## config.mk

```make
export PLATFORM = sky130hd
export DESIGN_NAME = debounce_n
export DESIGN_NICKNAME = d
export VERILOG_FILES = /design/src/rtl/debounce_n.sv
export SDC_FILE = /design/constraint.sdc
export NUM_CORES = 1
export LEC_CHECK = 0
export CAP_MARGIN = 15
export CORE_MARGIN = 2
export CORE_UTILIZATION = 50
export CTS_CLUSTER_DIAMETER = 60
export CTS_CLUSTER_SIZE = 40
export DETAILED_ROUTE_END_ITERATION = 8
export PLACE_DENSITY = 0.76
export SYNTH_ARGS = -nofsm -noshare
export SYNTH_HDL_FRONTEND = slang
export SYNTH_SLANG_ARGS = --single-unit
```

## constraint.sdc

```tcl
create_clock -name clk -period 2.35 [get_ports clk]
set_input_delay 0.47 -clock clk [delete_from_list [all_inputs] [get_ports clk]]
set_output_delay 0.47 -clock clk [all_outputs]
set_load 0.05 [all_outputs]
```

## src/rtl/debounce_n.sv

```systemverilog
// debounce_n: multi-channel switch/button debouncer.
//
// Every channel is brought into the clk domain by a two-flop synchronizer.
// A shared free-running prescaler raises `tick` once every 2**DIV_BITS clk
// cycles. On each tick, a per-channel counter counts consecutive samples
// that differ from the debounced level. The output flips once HOLD
// consecutive differing samples have been seen. A sample that matches the
// current output clears the counter, so any bounce restarts the count.
// `tick` is only a clock enable; the design runs entirely on clk.
//
// Optional feature, compile-time macro DEBOUNCE_EDGE_EN:
//   defined   -> registered one-cycle rise/fall pulses plus a `changed`
//                summary strobe.
//   undefined -> rise/fall/changed are tied to 0 and the edge registers
//                are omitted.
module debounce_n #(
  parameter int               WIDTH     = 1,
  parameter int               DIV_BITS  = 15,
  parameter int               CNT_BITS  = 4,
  parameter int               HOLD      = 10,   // legal range 1 .. 2**CNT_BITS-1
  parameter logic [WIDTH-1:0] RESET_VAL = {WIDTH{1'b0}}
) (
  input  logic             clk,
  input  logic             reset,
  input  logic [WIDTH-1:0] in,
  output logic [WIDTH-1:0] out,
  output logic [WIDTH-1:0] rise,
  output logic [WIDTH-1:0] fall,
  output logic             changed,
  output logic             tick
);

  localparam logic [CNT_BITS-1:0] HOLD_LAST = CNT_BITS'(HOLD - 1);

  logic [DIV_BITS-1:0] div_q;
  logic [WIDTH-1:0]    s1_q, s2_q;
  logic [WIDTH-1:0]    out_q, out_d;
  logic [CNT_BITS-1:0] cnt_q [WIDTH];
  logic [CNT_BITS-1:0] cnt_d [WIDTH];

  // The strobe is decoded from the counter, so it is high in exactly one
  // cycle of every prescaler period. It is 0 after reset because the
  // counter is then 0.
  assign tick = &div_q;

  // Free-running prescaler. It wraps naturally from all-ones to zero.
  // NOTE: every flop assignment here uses <= so that all registers sample
  // their inputs from the same edge; a blocking = would let later lines see
  // values already updated in this cycle.
  always_ff @(posedge clk) begin
    if (reset) div_q <= '0;
    else       div_q <= div_q + DIV_BITS'(1);
  end

  // Two-flop synchronizer that moves the raw inputs into the clk domain.
  always_ff @(posedge clk) begin
    if (reset) begin
      s1_q <= RESET_VAL;
      s2_q <= RESET_VAL;
    end else begin
      s1_q <= in;
      s2_q <= s1_q;
    end
  end

  // Per-channel stability decision. It only advances on ticks.
  // NOTE: the defaults at the top of this block give every output a value
  // on every path; without them an untaken branch would infer a latch.
  always_comb begin
    out_d = out_q;
    for (int i = 0; i < WIDTH; i++) begin
      cnt_d[i] = cnt_q[i];
      if (tick) begin
        if (s2_q[i] == out_q[i]) begin
          cnt_d[i] = '0;
        end else if (cnt_q[i] == HOLD_LAST) begin
          out_d[i] = s2_q[i];
          cnt_d[i] = '0;
        end else begin
          cnt_d[i] = cnt_q[i] + CNT_BITS'(1);
        end
      end
    end
  end

  // Debounced level and stability counters. Reset drops any partial count.
  always_ff @(posedge clk) begin
    if (reset) begin
      out_q <= RESET_VAL;
      for (int i = 0; i < WIDTH; i++) cnt_q[i] <= '0;
    end else begin
      out_q <= out_d;
      for (int i = 0; i < WIDTH; i++) cnt_q[i] <= cnt_d[i];
    end
  end

  assign out = out_q;

`ifdef DEBOUNCE_EDGE_EN
  logic [WIDTH-1:0] rise_q, fall_q;

  // Edge pulses are registered together with out, so each pulse lines up
  // with the first cycle that shows the new level. Reset never produces a
  // pulse, because it forces the pulse registers to 0.
  always_ff @(posedge clk) begin
    if (reset) begin
      rise_q <= '0;
      fall_q <= '0;
    end else begin
      rise_q <= out_d & ~out_q;
      fall_q <= ~out_d & out_q;
    end
  end

  assign rise    = rise_q;
  assign fall    = fall_q;
  assign changed = |(rise_q | fall_q);
`else
  assign rise    = '0;
  assign fall    = '0;
  assign changed = 1'b0;
`endif

endmodule

```

==> results.cfg <==
[power]
clkPwrFrac_pct = 32.7
p_sw_share_pct = 22.2
vdd_drop_max_uv = 307
p_per_area_nw_per_um2 = 535
power_frac_comb_pct = 5.3
internal_power_mw = 0.483
leakage_nw = 0.423
seq_power_share_pct = 62.0
p_sw_mw = 0.138

[placed_design]
port-buffer-count = 4
routabilityCongestion = 0.794
dp_hpwl_mm = 1.24

[setup_path]
crit_chain = ha_1 > nand4_1 > nor4_4 > buf_12
critPathSlowestCell = dfxtp_1
path_class = flop to output pin
crit_path_end_kind = output pin
cp.required_ns = 1.88
path_max_fanout = 5
slowest_delay_ns = 0.41
arrival_ns = 1.69
crit_path_start_kind = flop

[clocking]
cts_made_buffers = 3
cts_tree = built
postCtsSetupBuffers = 0
clk_pin_slew_ns = 0.12
insertion_delay_ns = 0.30
clock_sinks = 22
htree_levels = 1
cts_max_path_buffers = 2
cts_repair_resize_count = 0
root_buffer = clkbuf_4

[synthesis]
yosysSeqAreaShare_pct = 42.0
yosysTopAreaCell = dfxtp_1
syn-cell-area_um2 = 1050
yosys_warnings = 0
synth.avg_cell_area_um2 = 9.20
yosysUniqueCellTypes = 33
synth_top_area_share_pct = 42.0
synthCells = 114
synth-seq-cells = 22
synth_area_leaders = dfxtp_1, xnor2_1, nor2_1

[grt]
grt_pass1_vias = 718
grt_pass1_wl_mm = 2.98
grt_use_total_pct = 15.2
antenna_found_initial = 0
overflow = 0
grt_max_degree = 15

[layout]
final_common_cell = dfxtp_1
area_growth_pct = 10.7
n_antenna_cell = 0
drive_above_1_share_pct = 11.6
nNetsFinal = 128
num-fill-cells = 187
utilization_pct = 59.2
final_cell_mix = dfxtp_1, nor2_1, xnor2_1

[drt]
post_drt_wl_per_cell_um = 11.1
wl_mm = 1.64
drc = 0
dr.first_iter.drc_count = 16
first_pass_iters = 4
post_drt_via_cell_ratio = 5.14
vias = 760
postRouteAntennaNets = 0

[timing]
rsz0062_at_grt = false
period_share_pct = 92.0
max_clock_freq_mhz = 463
setup-violations-final = 0
drv_slew = 0
hold_viol_final = 0
setup-tns-final_ns = 0
fin_worst_skew_ns = 0.00936
period_needed_ns = 2.16

[worst_hold_path]
min_path_type = flop to flop

[outcome]
status = finished clean

[die]
io_pins = 8
initial_core_util_pct = 53.4
rows = 16
core_um2 = 1960
dieArea_um2 = 2480
dieHeight_um = 49.8
fp.dieW_um = 49.8

[flow_run]
cap_viol_max_count = 0
[final timing paths]
kind,slack (ns),cells after the start,from,end
setup / recovery,0.19,4,div_q[0],tick
hold / removal,0.47,1,s1_q,s2_q
setup reg to reg,0.57,6,div_q[0],cnt_q[0][3]
hold reg to reg,0.47,1,s1_q,s2_q
[power groups by stage]
| stage | registers [mW] | clock network, mW | logic [mW] |
|---|---|---|---|
| final | 0.385 | 0.203 | 0.0330 |
| after global routing | 0.386 | 0.223 | 0.0364 |
| after CTS | 0.385 | 0.211 | 0.0332 |
| after detailed placement | 0.394 | 0 | 0.0329 |
| after global placement | 0.393 | 0 | 0.0322 |
| after floorplan | 0.392 | 0 | 0.0289 |
[critical path: cells and delay by family (launching register included)]
| family | cells | cell delay [ns] |
|---|---|---|
| buf+inv | 1 | 0.18 |
| fa+ha+maj | 1 | 0.25 |
| flops | 1 | 0.41 |
| simple gates | 2 | 0.54 |
[registers in the layout, indices dropped and copies added, names as in the netlist]
name	cells
cnt_q	4
div_q	15
out	1
s1_q	1
s2_q	1
[Yosys cell counts]
cell and n:
clkbuf_1 1, dfxtp_1 22, nand2_1 6, nand4_1 2
ha_1 3, nor3_2 1, o41ai_2 1, xnor2_1 9
nor3_1 5, conb_1 1, a41o_1 1, nor2_1 11
nand2_4 1, o21ai_0 2, nand2b_1 1, o31ai_2 1
and2_1 2, buf_4 3, nand3_2 1, or3_1 3
a21boi_1 1, nor4_1 3, inv_1 8, o32ai_1 1
buf_1 1, nand3b_1 3, nand4_4 1, nor4_4 1
nor2b_1 3, a211o_1 1, a21oi_1 4, nand3_1 7
xor2_1 3
[stage by stage]
stage | hold WS [ns] | instance area, um^2 | power, mW | worst slack, ns | instances
after global placement | 0.427 | 1120 | 0.425 | 0.456 | 144
after CTS | 0.472 | 1160 | 0.630 | 0.0480 | 148
after global routing | 0.485 | 1160 | 0.645 | 0.0947 | 148
after detailed placement | 0.437 | 1120 | 0.427 | 0.417 | 144
final | 0.467 | 1160 | 0.621 | 0.188 | 148
after floorplan | 0.414 | 1060 | 0.421 | 0.233 | 116
[routing by layer]
layer  GRT usage (%)  up-vias  routed length, um
met5               0        -                  0
met3            3.64        0                 48
met1            19.5      355                812
met2            25.3        9                777
met4            4.17        0                  0
li1                -      396                  -
[cell type report]
cell class | count | area (um^2) | share of cell area, %
timing repair buffer | 6 | 65.1 | 5.60
sequential | 22 | 440 | 37.9
clock buffer | 4 | 36.3 | 3.13
tap | 27 | 33.8 | 2.91
inverter | 8 | 30.0 | 2.59
multi-input combinational | 81 | 556 | 47.8
[logic make-up after synthesis]
kind of cell	count (synthesis)	synth area share, %
simple gates	51	29.4
flops	22	42.0
compound gates	12	8.95
fa+ha+maj	3	3.58
buf+inv	13	5.73
xor+xnor	12	10.0
other cells	1	0.358
[what timing repair did]
action,in CTS,in global routing
setup endpoints to repair,0,1
hold endpoints to repair,0,0
hold buffers,0,0
Note: power is estimated with default switching activity, not from simulation.
